File: config.mk
export PLATFORM = sky130hd
export DESIGN_NAME = cp_phase_sched_flat
export DESIGN_NICKNAME = d
export VERILOG_FILES = /design/src/rtl/cp_phase_sched_pkg.sv /design/src/rtl/cp_phase_sched_if.sv /design/src/rtl/cp_slot_ctr.sv /design/src/rtl/cp_phase_sched.sv /design/src/flat_wrapper.sv
export SDC_FILE = /design/constraint.sdc
export NUM_CORES = 1
export LEC_CHECK = 0
export CAP_MARGIN = 5
export CELL_PAD_IN_SITES_DETAIL_PLACEMENT = 0
export CELL_PAD_IN_SITES_GLOBAL_PLACEMENT = 1
export CORE_ASPECT_RATIO = 1.75
export CORE_MARGIN = 4
export CORE_UTILIZATION = 38
export CTS_CLUSTER_DIAMETER = 100
export DETAILED_ROUTE_END_ITERATION = 12
export GPL_TIMING_DRIVEN = 0
export PLACE_DENSITY = 0.81
export SYNTH_ARGS = -nofsm -noshare
export SYNTH_HDL_FRONTEND = slang
export SYNTH_SLANG_ARGS = --single-unit
File: constraint.sdc
create_clock -name sys_clk -period 2.48 [get_ports sys_clk]
set_input_delay 0.496 -clock sys_clk [delete_from_list [all_inputs] [get_ports sys_clk]]
set_output_delay 0.496 -clock sys_clk [all_outputs]
set_load 0.01 [all_outputs]
File: src/rtl/cp_phase_sched_pkg.sv
// Shared types and default constants for the emulated-clock phase scheduler.
package cp_phase_sched_pkg;

    localparam int unsigned PHASES_DEF     = 4;
    localparam int unsigned DIV_W_DEF      = 4;
    localparam int unsigned CLR_CYCLES_DEF = 8;

    typedef enum logic [1:0] {
        CLEAR = 2'd0,
        IDLE  = 2'd1,
        RUN   = 2'd2,
        STEP  = 2'd3
    } sched_state_e;

endpackage

File: src/rtl/cp_phase_sched_if.sv
// Control inputs and cell strobe outputs between system top level and scheduler.
interface cp_phase_sched_if
    import cp_phase_sched_pkg::*;
#(
    parameter int unsigned PHASES = PHASES_DEF,
    parameter int unsigned DIV_W  = DIV_W_DEF
);
    logic              run;
    logic              step_req;
    logic              clr_req;
    logic [DIV_W-1:0]  div;
    logic [PHASES-1:0] cp;
    logic              cd;
    logic              frame;
    logic              step_ack;
    logic              running;

    modport master (
        output run, step_req, clr_req, div,
        input  cp, cd, frame, step_ack, running
    );

    modport slave (
        input  run, step_req, clr_req, div,
        output cp, cd, frame, step_ack, running
    );
endinterface

File: src/rtl/cp_slot_ctr.sv
// Slot/phase position within an emulated-clock frame, plus next-cycle lookahead
// so the scheduler can register its strobes.
module cp_slot_ctr #(
    parameter int unsigned PHASES = 4,
    parameter int unsigned DIV_W  = 4,
    parameter int unsigned PH_W   = 2
) (
    input  logic             sys_clk,
    input  logic             reset,
    input  logic             hold,
    input  logic [DIV_W-1:0] div,
    output logic             frame_end_c,
    output logic             slot_start_c,
    output logic             last_next_c,
    output logic [PH_W-1:0]  phase_c
);

    logic [DIV_W-1:0] slot_q, slot_n, div_q, div_n, div_eff;
    logic [PH_W-1:0]  phase_q, phase_n;
    logic             first, slot_end;

    // The divide is taken live on a frame's first cycle and held for the rest of it.
    always_comb begin
        first        = (slot_q == '0) && (phase_q == '0);
        div_eff      = first ? div : div_q;
        slot_end     = (slot_q == div_eff);
        frame_end_c  = slot_end && (phase_q == PH_W'(PHASES - 1));
        div_n        = div_eff;
        slot_n       = slot_q + DIV_W'(1);
        phase_n      = phase_q;
        if (slot_end) begin
            slot_n  = '0;
            phase_n = frame_end_c ? '0 : phase_q + PH_W'(1);
        end
        if (hold) begin
            slot_n  = '0;
            phase_n = '0;
        end
        slot_start_c = (slot_n == '0);
        last_next_c  = (phase_n == PH_W'(PHASES - 1)) && (slot_n == div_n);
        phase_c      = phase_n;
    end

    always_ff @(posedge sys_clk or posedge reset) begin
        if (reset) begin
            slot_q  <= '0;
            phase_q <= '0;
            div_q   <= '0;
        end else begin
            slot_q  <= slot_n;
            phase_q <= phase_n;
            div_q   <= div_n;
        end
    end

endmodule

File: src/rtl/cp_phase_sched.sv
// Emulated-clock sequencer: clear, free-run, halt on frame boundary and
// single-frame step, driving the cells' cp enables and cd clear.
module cp_phase_sched
    import cp_phase_sched_pkg::*;
#(
    parameter int unsigned PHASES     = PHASES_DEF,
    parameter int unsigned DIV_W      = DIV_W_DEF,
    parameter int unsigned CLR_CYCLES = CLR_CYCLES_DEF
) (
    input  logic           sys_clk,
    input  logic           reset,
    cp_phase_sched_if.slave bus
);

    localparam int unsigned PH_W  = (PHASES > 1) ? $clog2(PHASES) : 1;
    localparam int unsigned CNT_W = $clog2(CLR_CYCLES + 1);

    sched_state_e      state_q, state_n;
    logic [CNT_W-1:0]  clr_cnt_q, clr_cnt_n;
    logic [PHASES-1:0] cp_q, cp_n;
    logic              cd_q, cd_n, frame_q, frame_n, ack_q, ack_n, running_q, running_n;
    logic              cnt_hold, frame_end, slot_start, last_next;
    logic [PH_W-1:0]   phase_nxt;

    cp_slot_ctr #(
        .PHASES (PHASES),
        .DIV_W  (DIV_W),
        .PH_W   (PH_W)
    ) u_slot_ctr (
        .sys_clk      (sys_clk),
        .reset        (reset),
        .hold         (cnt_hold),
        .div          (bus.div),
        .frame_end_c  (frame_end),
        .slot_start_c (slot_start),
        .last_next_c  (last_next),
        .phase_c      (phase_nxt)
    );

    // Next state, then outputs for the coming cycle from the counter lookahead.
    always_comb begin
        state_n   = state_q;
        clr_cnt_n = clr_cnt_q;
        ack_n     = ack_q;
        if (ack_q && !bus.step_req) ack_n = 1'b0;
        case (state_q)
            CLEAR: begin
                if (clr_cnt_q == CNT_W'(CLR_CYCLES - 1)) begin
                    state_n   = IDLE;
                    clr_cnt_n = '0;
                end else begin
                    clr_cnt_n = clr_cnt_q + CNT_W'(1);
                end
            end
            IDLE: begin
                if (bus.run)                      state_n = RUN;
                else if (bus.step_req && !ack_q)  state_n = STEP;
            end
            RUN: begin
                if (frame_end && !bus.run) state_n = IDLE;
            end
            STEP: begin
                if (frame_end) begin
                    state_n = IDLE;
                    ack_n   = 1'b1;
                end
            end
            default: state_n = CLEAR;
        endcase
        if (bus.clr_req) begin
            state_n   = CLEAR;
            clr_cnt_n = '0;
            ack_n     = 1'b0;
        end

        cnt_hold  = !((state_q == RUN) || (state_q == STEP)) || bus.clr_req;
        running_n = (state_n == RUN) || (state_n == STEP);
        cp_n      = (running_n && slot_start) ? (PHASES'(1) << phase_nxt) : '0;
        frame_n   = running_n && last_next;
        cd_n      = (state_n != CLEAR);
    end

    always_ff @(posedge sys_clk or posedge reset) begin
        if (reset) begin
            state_q   <= CLEAR;
            clr_cnt_q <= '0;
            cp_q      <= '0;
            cd_q      <= 1'b0;
            frame_q   <= 1'b0;
            ack_q     <= 1'b0;
            running_q <= 1'b0;
        end else begin
            state_q   <= state_n;
            clr_cnt_q <= clr_cnt_n;
            cp_q      <= cp_n;
            cd_q      <= cd_n;
            frame_q   <= frame_n;
            ack_q     <= ack_n;
            running_q <= running_n;
        end
    end

    assign bus.cp       = cp_q;
    assign bus.cd       = cd_q;
    assign bus.frame    = frame_q;
    assign bus.step_ack = ack_q;
    assign bus.running  = running_q;

endmodule

File: src/flat_wrapper.sv
// flat-port wrapper written by rule: the top's interface ports become plain ports
module cp_phase_sched_flat import cp_phase_sched_pkg::*;
#(
    parameter int unsigned PHASES     = PHASES_DEF,
    parameter int unsigned DIV_W      = DIV_W_DEF,
    parameter int unsigned CLR_CYCLES = CLR_CYCLES_DEF
)
  (sys_clk, reset, bus_run, bus_step_req, bus_clr_req, bus_div, bus_cp, bus_cd, bus_frame, bus_step_ack, bus_running);
  cp_phase_sched_if #(.PHASES(PHASES), .DIV_W(DIV_W)) bus_i ();
  input  logic sys_clk;
  input  logic reset;
  input wire logic [$bits(bus_i.run)-1:0] bus_run;
  input wire logic [$bits(bus_i.step_req)-1:0] bus_step_req;
  input wire logic [$bits(bus_i.clr_req)-1:0] bus_clr_req;
  input wire logic [$bits(bus_i.div)-1:0] bus_div;
  output wire logic [$bits(bus_i.cp)-1:0] bus_cp;
  output wire logic [$bits(bus_i.cd)-1:0] bus_cd;
  output wire logic [$bits(bus_i.frame)-1:0] bus_frame;
  output wire logic [$bits(bus_i.step_ack)-1:0] bus_step_ack;
  output wire logic [$bits(bus_i.running)-1:0] bus_running;
  assign bus_i.run = bus_run;
  assign bus_i.step_req = bus_step_req;
  assign bus_i.clr_req = bus_clr_req;
  assign bus_i.div = bus_div;
  assign bus_cp = bus_i.cp;
  assign bus_cd = bus_i.cd;
  assign bus_frame = bus_i.frame;
  assign bus_step_ack = bus_i.step_ack;
  assign bus_running = bus_i.running;
  cp_phase_sched #(.PHASES(PHASES), .DIV_W(DIV_W), .CLR_CYCLES(CLR_CYCLES)) u_core (.sys_clk(sys_clk), .reset(reset), .bus(bus_i));
endmodule
==> impl_metrics.env <==
export IMPL_drtIter0Drc=8
export IMPL_outcome="finished, final reports clean"
export IMPL_clk_latency_ps=270
export IMPL_multi_input_area_um2=798.3
export IMPL_p_leak_nw=0.8183
export IMPL_holdCritPathClass="flop to flop"
export IMPL_hp_start="u_core.clr_cnt_q[3]$_DFFE_PP0P_"
export IMPL_die_area_um2=4788
export IMPL_cts_buffers=3
export IMPL_clk_path_buf_depth=2
export IMPL_synth_seq_cells=24
export IMPL_synthDistinctLibCells=48
export IMPL_tightestPinTransition_ps=943.5
export IMPL_grt_max_degree=25
export IMPL_finalHoldViolations=0
export IMPL_post_route_min_period_ps=2463
export IMPL_cts_hold_buffers=0
export IMPL_cp_arrival_ps=2650
export IMPL_fmax_mhz=406.0
export IMPL_slew_violations=0
export IMPL_postSynth_asyncResetShare_pct=100.0
export IMPL_grt_first_pass_wirelength_mm=5.188
export IMPL_timing_rr_start="u_core.u_slot_ctr.slot_q[0]$_DFF_PP0_"
export IMPL_cts_tree="yes"
export IMPL_fin_crit_sh_pct=99.31
export IMPL_layout_drive_gt1_share_pct=24.29
export IMPL_rsz0062_at_grt="true"
export IMPL_finalSetupViolCount=0
export IMPL_register_area_um2=601.8
export IMPL_overflow=0
export IMPL_crit_fanout=8
export IMPL_max_cap_violations=0
export IMPL_fillCellCount=329
export IMPL_io_pin_count=17
export IMPL_rows=29
export IMPL_final_antenna_net_count=0
export IMPL_place_congestion=0.8222
export IMPL_peakVddDrop_v=0.0003146
export IMPL_critical_path_required_ps=2670
export IMPL_grt_usage_pct=14.70
export IMPL_die_x_um=54.05
export IMPL_diodes=0
export IMPL_ys_warn_count=0
export IMPL_syn_cell_area_um2=1410
export IMPL_rrSetupSlack_ps=20
export IMPL_power_density_nw_per_um2=381.8
export IMPL_avgViaCountPerCell=5.283
export IMPL_route_vias_total=1178
export IMPL_fin_area_um2=1878
export IMPL_avgSynthCellArea_um2=10.00
export IMPL_routed_wl_mm=3.285
export IMPL_fp_dieH_um=88.59
export IMPL_holdPathStages=2
export IMPL_path_class="flop to flop"
export IMPL_clkSlewWorstSetupHoldPaths_ps=80
export IMPL_core_um2=3592
export IMPL_skew_ps=6.923
export IMPL_ff2ff_path_depth=10
export IMPL_cp_cell_sequence="buf_6, inv_2, ha_4, nor4bb_4, buf_6, mux2i_4, o21ai_4, or4_4, a21oi_4, nor3b_2"
export IMPL_io_buffers=15
export IMPL_holdWs_ps=562.6
export IMPL_endpoint_kind="flop"
export IMPL_hpwlAfterDp_mm=2.320
export IMPL_max_stage_delay_ps=580
export IMPL_place_area_um2=1618
export IMPL_start_kind="flop"
export IMPL_drt_pass1_iter_count=4
export IMPL_synth_edff_count=0
export IMPL_initial_core_util_pct=39.25
export IMPL_path_common_cell="buf_6"
export IMPL_wl_per_cell_um=14.73
export IMPL_worstReg2RegEnd="u_core.bus.cp[1]$_DFF_PP0_"
export IMPL_antenna_found_initial=0
export IMPL_htreeDepth=1
export IMPL_whs_endpoint="u_core.clr_cnt_q[3]$_DFFE_PP0P_"
export IMPL_area_growth_syn_to_layout_pct=33.19
export IMPL_cts_root_buffer="clkbuf_8"
export IMPL_synthCells=141
export IMPL_yosysSeqAreaShare_pct=42.59
export IMPL_ys_flop_type="dfrtp_1"
export IMPL_nNetsFinal=193
export IMPL_drc_errors=0
export IMPL_relSlewSlack_pct=37.03
export IMPL_grt_pass1_vias=1213
export IMPL_clkSinkCount=24
export IMPL_syn_num_nets=155
export IMPL_slowest_stage="or4_4"
[cells in the mapped netlist, drive strengths merged, types with 2 or more instances]
master | number | area (µm²)
o41a | 2 | 22.52
o31ai | 2 | 15.01
nor3 | 2 | 10.01
ha | 5 | 62.56
o2111ai | 2 | 35.04
o31a | 2 | 26.28
nand2 | 11 | 41.29
dfrtp | 24 | 600.6
xor2 | 4 | 35.03
nor2 | 12 | 45.04
nand3 | 3 | 15.01
inv | 14 | 52.55
o221ai | 2 | 17.52
nor3b | 2 | 20.02
nor2b | 2 | 12.51
a21oi | 10 | 65.07
or3 | 2 | 12.51
buf | 3 | 27.52
o21ai | 9 | 48.80
xnor2 | 5 | 43.79
mux2i | 3 | 30.03
[metrics by stage]
stage,setup slack [ps],setup TNS [ps],util [%],total power [W],std cells
6_report,17.04,0,52.28,0.0007170,223
5_1_grt,-91.84,-101.3,52.28,0.0007459,223
4_1_cts,19.50,0,49.49,0.0007206,216
3_5_place_dp,-358.1,-2065,45.04,0.0004837,202
3_3_place_gp,-255.3,-1001,45.04,0.0004807,202
2_1_floorplan,29.49,0,-,0.0004564,141
[worst max-delay path by stage]
stage	from	slack, ps	endpoint	depth (start not counted)
after detailed placement	u_core.u_slot_ctr.slot_q[1]$_DFF_PP0_	-360	u_core.bus.frame$_DFF_PP0_	9
after floorplan	u_core.u_slot_ctr.slot_q[0]$_DFF_PP0_	30	u_core.bus.cp[1]$_DFF_PP0_	10
after global routing	u_core.u_slot_ctr.slot_q[0]$_DFF_PP0_	-90	u_core.bus.cp[1]$_DFF_PP0_	10
final	u_core.u_slot_ctr.slot_q[0]$_DFF_PP0_	20	u_core.bus.cp[1]$_DFF_PP0_	10
after CTS	u_core.u_slot_ctr.slot_q[0]$_DFF_PP0_	20	u_core.bus.cp[1]$_DFF_PP0_	10
after global placement	u_core.u_slot_ctr.slot_q[1]$_DFF_PP0_	-260	u_core.bus.frame$_DFF_PP0_	9
[layout make-up]
type | count | area share (%)
Clock buffer | 3 | 2.199
Timing Repair Buffer | 33 | 15.39
Multi-Input combinational cell | 99 | 42.51
Sequential cell | 24 | 32.05
Inverter | 14 | 2.798
Tap cell | 46 | 3.065
Buffer | 4 | 1.999
[sequential cells by signal, indices dropped and copies added (netlist names)]
| signal | flops |
|---|---|
| u_core.bus.cd | 1 |
| u_core.bus.cp | 4 |
| u_core.bus.frame | 1 |
| u_core.bus.running | 1 |
| u_core.bus.step_ack | 1 |
| u_core.clr_cnt_q | 4 |
| u_core.state_q | 2 |
| u_core.u_slot_ctr.div_q | 4 |
| u_core.u_slot_ctr.phase_q | 2 |
| u_core.u_slot_ctr.slot_q | 4 |
[critical path, delay by kind of cell (launching register included)]
kind	cells	cell delay, ps
simple gates	3	970
flops	1	400
mux	1	280
compound gates	2	260
fa+ha+maj	1	120
buf+inv	3	350
[metal layers]
metal  share of wire (%)  up-vias  wire length (µm)  global-route usage (%)
met2                  58       17              1907                   28.48
met3                 2.2        9                71                   1.686
met4                 2.8        0                91                   7.029
li1                    -      574                 -                       -
met1                  37      578              1215                   14.53
met5                   0        -                 0                       0
[cells in the final DEF, fill, tap and decap left out, types with 3 or more instances in the layout]
cell             instances
a21oi_1                  8
buf_4                   17
buf_6                    4
clkbuf_8                 3
clkdlybuf4s50_1         15
dfrtp_1                 23
ha_1                     3
inv_1                   12
nand2_1                 10
nand3_1                  3
nor2_1                  12
o21ai_0                  4
o21ai_1                  3
xnor2_1                  5
xor2_1                   4
[report_power, final]
part	switching, W	internal, W	leakage [nW]	total (W)
Sequential	0.00000716	0.000400	0.322	0.000407
Clock	0.000117	0.000109	0.0216	0.000226
Combinational	0.0000451	0.0000394	0.475	0.0000845
[cell families after synthesis]
| kind of cell | synth area share (%) |
|---|---|
| compound gates | 20.68 |
| xor+xnor | 5.590 |
| simple gates | 17.84 |
| flops | 42.59 |
| mux | 2.928 |
| buf+inv | 5.944 |
| fa+ha+maj | 4.437 |
[what timing repair did]
item / in CTS / in global routing
gates cloned: 0 / 0
pin swaps: 4 / 5
resized for setup: 9 / 13
setup endpoints to repair: 13 / 8
setup buffers: 11 / 7
Power figures use the tool's default switching activity.
